**src/rtl/mem_port_arbiter.sv**
```systemverilog
// rtl/mem_port_arbiter.sv - round-robin fetch/data arbiter onto one byte-wide memory, 4 big-endian beats per word
// Ports:
//   clk, reset                     clock, synchronous active-high reset
//   if_req/if_addr -> if_ack/if_rdata            fetch port (read only)
//   d_req/d_we/d_addr/d_wdata -> d_ack/d_rdata   load/store port
//   mem_addr/mem_we/mem_wdata, mem_rdata         byte array interface (combinational read)
//   busy                           high while a word access is in flight or being acked
module mem_port_arbiter #(
  parameter int ADDR_W = 5
) (
  input  logic              clk,
  input  logic              reset,
  input  logic              if_req,
  input  logic [ADDR_W-1:0] if_addr,
  output logic              if_ack,
  output logic [31:0]       if_rdata,
  input  logic              d_req,
  input  logic              d_we,
  input  logic [ADDR_W-1:0] d_addr,
  input  logic [31:0]       d_wdata,
  output logic              d_ack,
  output logic [31:0]       d_rdata,
  output logic [ADDR_W-1:0] mem_addr,
  output logic              mem_we,
  output logic [7:0]        mem_wdata,
  input  logic [7:0]        mem_rdata,
  output logic              busy
);

  typedef enum logic [1:0] {S_IDLE, S_BUSY, S_ACK} state_t;

  state_t            state_q, state_d;
  logic [1:0]        beat_q, beat_d;
  logic              last_data_q, last_data_d;   // 1 = data port was granted last
  logic              gnt_data_q, gnt_data_d;     // 1 = current transaction belongs to data port
  logic [ADDR_W-1:0] base_q, base_d;
  logic              we_q, we_d;
  logic [31:0]       wdata_q, wdata_d;
  logic [31:0]       if_rdata_q, if_rdata_d;
  logic [31:0]       d_rdata_q, d_rdata_d;
  logic [31:0]       cap_word;
  logic              grant_data;

  always_comb begin
    state_d     = state_q;
    beat_d      = beat_q;
    last_data_d = last_data_q;
    gnt_data_d  = gnt_data_q;
    base_d      = base_q;
    we_d        = we_q;
    wdata_d     = wdata_q;
    if_rdata_d  = if_rdata_q;
    d_rdata_d   = d_rdata_q;
    cap_word    = gnt_data_q ? d_rdata_q : if_rdata_q;
    // Data wins when it is the only requester, or on a tie when fetch went last.
    grant_data  = d_req && (!if_req || !last_data_q);

    case (state_q)
      S_IDLE: begin
        if (if_req || d_req) begin
          gnt_data_d  = grant_data;
          last_data_d = grant_data;
          base_d      = grant_data ? d_addr : if_addr;
          we_d        = grant_data && d_we;
          wdata_d     = grant_data ? d_wdata : 32'h0;
          beat_d      = 2'd0;
          state_d     = S_BUSY;
        end
      end
      S_BUSY: begin
        if (!we_q) begin
          // Big-endian: beat 0 fills the most significant byte.
          case (beat_q)
            2'd0:    cap_word[31:24] = mem_rdata;
            2'd1:    cap_word[23:16] = mem_rdata;
            2'd2:    cap_word[15:8]  = mem_rdata;
            default: cap_word[7:0]   = mem_rdata;
          endcase
          if (gnt_data_q) d_rdata_d  = cap_word;
          else            if_rdata_d = cap_word;
        end
        beat_d = beat_q + 2'd1;
        if (beat_q == 2'd3) state_d = S_ACK;
      end
      S_ACK:   state_d = S_IDLE;
      default: state_d = S_IDLE;
    endcase
  end

  always_ff @(posedge clk) begin
    if (reset) begin
      state_q     <= S_IDLE;
      beat_q      <= 2'd0;
      last_data_q <= 1'b1;
      gnt_data_q  <= 1'b0;
      base_q      <= '0;
      we_q        <= 1'b0;
      wdata_q     <= 32'h0;
      if_rdata_q  <= 32'h0;
      d_rdata_q   <= 32'h0;
    end else begin
      state_q     <= state_d;
      beat_q      <= beat_d;
      last_data_q <= last_data_d;
      gnt_data_q  <= gnt_data_d;
      base_q      <= base_d;
      we_q        <= we_d;
      wdata_q     <= wdata_d;
      if_rdata_q  <= if_rdata_d;
      d_rdata_q   <= d_rdata_d;
    end
  end

  always_comb begin
    mem_addr  = '0;
    mem_wdata = 8'h00;
    if (state_q == S_BUSY) begin
      mem_addr = base_q + ADDR_W'(beat_q);
      case (beat_q)
        2'd0:    mem_wdata = wdata_q[31:24];
        2'd1:    mem_wdata = wdata_q[23:16];
        2'd2:    mem_wdata = wdata_q[15:8];
        default: mem_wdata = wdata_q[7:0];
      endcase
    end
  end

  // Gating with reset keeps the byte of the abandoned beat from landing at the reset edge.
  assign mem_we   = (state_q == S_BUSY) && we_q && !reset;
  assign if_ack   = (state_q == S_ACK) && !gnt_data_q;
  assign d_ack    = (state_q == S_ACK) && gnt_data_q;
  assign busy     = (state_q != S_IDLE);
  assign if_rdata = if_rdata_q;
  assign d_rdata  = d_rdata_q;

endmodule
```
**config.mk**
```make
export PLATFORM = sky130hd
export DESIGN_NAME = mem_port_arbiter
export DESIGN_NICKNAME = d
export VERILOG_FILES = /design/src/rtl/mem_port_arbiter.sv
export SDC_FILE = /design/constraint.sdc
export NUM_CORES = 1
export LEC_CHECK = 0
export CORE_AREA = 5 5 116 118
export CTS_CLUSTER_SIZE = 16
export DETAILED_ROUTE_END_ITERATION = 10
export DIE_AREA = 0 0 121 123
export HOLD_SLACK_MARGIN = 0.15
export PLACE_DENSITY = 0.87
export SYNTH_ARGS = -nofsm -noshare
export SYNTH_HDL_FRONTEND = slang
export SYNTH_SLANG_ARGS = --single-unit
```
**constraint.sdc**
```tcl
create_clock -name clk -period 1.9 [get_ports clk]
set_input_delay 0.38 -clock clk [delete_from_list [all_inputs] [get_ports clk]]
set_output_delay 0.38 -clock clk [all_outputs]
set_load 0.05 [all_outputs]
```
==> impl_metrics.py <==
metrics = {
    "clock_tree": {
        "htree_levels": 3,
        "cts_buffers": 9,
        "cts-root-buf": "clkbuf_16",
        "cts_tree": "yes",
        "clk_latency_ns": 0.35,
        "clk_path_buf_depth": 2,
        "hold_buffers": 0,
        "clock_sinks": 108,
        "path_clk_slew_ns": 0.07,
    },
    "critical_path": {
        "r2r_setup_slack_ns": 0.14,
        "arrival_ns": 1.88,
        "cp.required_ns": 1.52,
        "crit_type": "reg2out",
        "r2r-end": "d_rdata[31]$_SDFFE_PP0P_",
        "reg2regPathDepth": 4,
        "timing.rr.start": "gnt_data_q$_SDFFE_PP0P_",
        "crit_path_end_kind": "output pin",
        "cp-start-kind": "flip-flop",
        "cp_max_fo": 2,
    },
    "hold_path": {
        "hp-start": "reset",
        "whs_path_depth": 2,
        "hold_class": "in2reg",
        "holdPathEnd": "state_q[0]$_SDFFE_PP0P_",
    },
    "synthesis": {
        "ys_ff_latch": 108,
        "yosys.area.top_type": "dfxtp_1",
        "synth_compound_area_frac": 0.309,
        "synth_adder_area_share": 0.0205,
        "yosys_most_used_dff": "dfxtp_1",
        "syn_nets": 586,
        "synth-simple-area-share": 0.206,
        "synth_common_cells": "108 x dfxtp_1, 66 x nor2b_1, 65 x nand3b_1, 39 x clkbuf_1, 36 x o41ai_1",
        "seq_area_frac_synth": 0.411,
        "synth.area.mux_share": 0,
        "synthArstFlopShare": 0,
        "synth_top_family_by_area": "compound AO/OA/AOI/OAI gates",
        "synth_edf_count": 0,
        "syn_avg_cell_area_um2": 10.1,
        "netlist-cell-type-count": 38,
        "synthDominantCellAreaShare": 0.411,
        "netlist_instances": 523,
        "synth_area_leaders": "dfxtp_1 41%, nand3b_1 9.3%, o41ai_2 8.7%",
        "synth_xor_area_frac": 0.00167,
        "syn-cell-area_mm2": 0.00526,
        "synth.most_common_cell": "dfxtp_1",
        "synth-warning-count": 0,
    },
    "die": {
        "rows": 41,
        "start_util": 0.425,
        "pin_count": 136,
        "die_h_um": 123,
        "die_x_um": 121,
        "die-area_mm2": 0.0149,
        "coreArea_mm2": 0.0124,
    },
    "sta": {
        "period_share": 1.19,
        "setup_slack_ns": -0.363,
        "max-slew-margin-rel": 0.613,
        "holdWs_ns": 0.376,
        "setup_tns_ns": -3.72,
        "worst_pin_slew_ns": 0.580,
        "maxSlewViolCount": 0,
        "post-route-min-period_ns": 2.26,
        "hold_viol": 0,
        "setup_violations": 13,
        "fmax_mhz": 442,
        "rsz0062_at_grt": "true",
        "fin_skew_ns": 0.00572,
    },
    "finish": {
        "multiInputGateArea_mm2": 0.00304,
        "regArea_mm2": 0.00217,
        "finalInstanceArea_mm2": 0.00751,
        "antenna_cells": 0,
        "nets": 715,
        "num-fill-cells": 984,
        "drive_above_1_share": 0.265,
        "postLayoutCoreUtil": 0.608,
        "layout-area-overhead-vs-synth_pct": 42.9,
    },
    "global_route": {
        "grt_max_degree": 101,
        "grtUsageTotal": 0.204,
        "antenna_found_initial": 0,
        "overflow": 0,
        "grt_pass1_vias": 4811,
        "grt_pass1_wl_um": 24500,
    },
    "placed_design": {
        "placedInstanceArea_mm2": 0.00704,
        "place_ws_ns": -0.119,
        "gp_congestion": 0.827,
        "io_buffers": 135,
        "dpl.hpwl_um": 10700,
    },
    "routing": {
        "drt_first_pass_iters": 7,
        "drtIter0Drc": 462,
        "vias": 4856,
        "avgRoutedWirePerCell_um": 18.6,
        "viasPerCell": 5.86,
        "final_antenna_net_count": 0,
        "drc": 0,
        "wl_um": 15400,
    },
    "pwr": {
        "pwr-share-clk": 0.378,
        "p_int_uw": 4170,
        "power.density_mw_per_mm2": 766,
        "p_leak_uw": 0.00298,
        "swShare": 0.276,
        "ir_worst_vdd_mv": 0.416,
        "power_frac_comb": 0.200,
        "p_seq_frac": 0.421,
        "p_sw_uw": 1590,
    },
    "job": {
        "drv_cap": 0,
    },
    "outcome": {
        "status": "finished with violations",
        "violations": "negative setup slack",
    },
}
==> power groups by stage <==
stage	sequential (uW)	combinational, uW	clock, uW
after floorplan	2580	574	0
after global placement	2470	1070	0
after detailed placement	2470	1110	0
after CTS	2430	1140	2220
after global routing	2440	1230	2300
final	2430	1150	2180
==> worst max path at each step <==
stage / from / endpoint / slack (ns) / cells after the start
finish: beat_q[0]$_SDFFE_PP0P_ / mem_addr[4] / -0.36 / 6
global route: beat_q[0]$_SDFFE_PP0P_ / mem_addr[4] / -0.46 / 6
CTS: beat_q[0]$_SDFFE_PP0P_ / mem_addr[4] / -0.38 / 6
detailed placement: base_q[0]$_SDFFE_PP0P_ / mem_addr[4] / -0.12 / 6
global placement: beat_q[0]$_SDFFE_PP0P_ / mem_addr[4] / -0.11 / 6
floorplan: beat_q[0]$_SDFFE_PP0P_ / mem_addr[4] / -0.29 / 5
==> area by class of cell <==
| type | count | area share |
|---|---|---|
| Multi-Input combinational cell | 353 | 0.405 |
| Inverter | 7 | 0.00433 |
| Timing Repair Buffer | 173 | 0.226 |
| Clock inverter | 5 | 0.0143 |
| Tap cell | 172 | 0.0286 |
| Clock buffer | 11 | 0.0323 |
| Sequential cell | 108 | 0.289 |
==> layer usage <==
layer  GRT usage  vias to the layer above  part of all wire
li1            -                     2281                 -
met5           0                        -                 0
met2       0.344                      168              0.48
met3      0.0485                       19             0.073
met1       0.261                     2388              0.44
met4      0.0581                        0             0.014
==> critical path, cell delays in order (launching register included) <==
cell and delay [ns]:
dfxtp_2 0.33, ha_1 0.16, inv_1 0.05, fa_2 0.33
or3_1 0.32, a21oi_2 0.18, buf_12 0.15
==> logic make-up after synthesis <==
group / after synthesis
DFF: 108
and+or+nand+nor: 164
buffers and inverters: 62
xor gates and xnor gates: 1
AOI/OAI and AO/OA: 180
adders and majority gates: 8
==> registers in the layout, indices dropped and copies added, names as in the netlist <==
register	flops
d_rdata	32
if_rdata	32
wdata_q	32
base_q	5
beat_q	2
state_q	2
gnt_data_q	1
last_data_q	1
we_q	1
==> what timing repair did <==
| action | 4_1_cts | 5_1_grt |
|---|---|---|
| setup endpoints to repair | 37 | 19 |
| gates resized for setup | 44 | 7 |
| pin swaps | 8 | 2 |
| buffers inserted | 2 | 2 |
==> layout by cell type (no fill, tap or decap), types with 2 or more instances in the layout <==
cell type,synthesis,final
dfxtp_1,108,102
buf_4,0,72
nor2b_1,66,66
nand3b_1,65,65
clkdlybuf4s50_1,0,53
o41ai_1,36,35
a211oi_1,32,32
a22o_1,32,32
o41ai_2,28,29
dlygate4sd2_1,0,22
buf_12,0,16
nand2_1,14,14
o21ai_0,13,13
a21oi_1,21,10
clkbuf_16,0,9
a222oi_1,8,8
a21oi_4,0,8
buf_6,4,7
inv_1,6,5
a311oi_1,5,5
dfxtp_2,0,5
ha_1,7,4
a21oi_2,0,3
nor2_4,1,3
ha_4,0,3
bufinv_16,0,3
dlymetal6s2s_1,0,3
or3_1,2,2
nor2_1,4,2
o211ai_1,2,2
==> stage by stage <==
step | total power [uW] | cells
after floorplan | 3160 | 523
after global placement | 3540 | 809
after detailed placement | 3590 | 809
after CTS | 5780 | 827
after global routing | 5960 | 829
final | 5760 | 829
No activity file was read; power rests on OpenSTA's default activity.
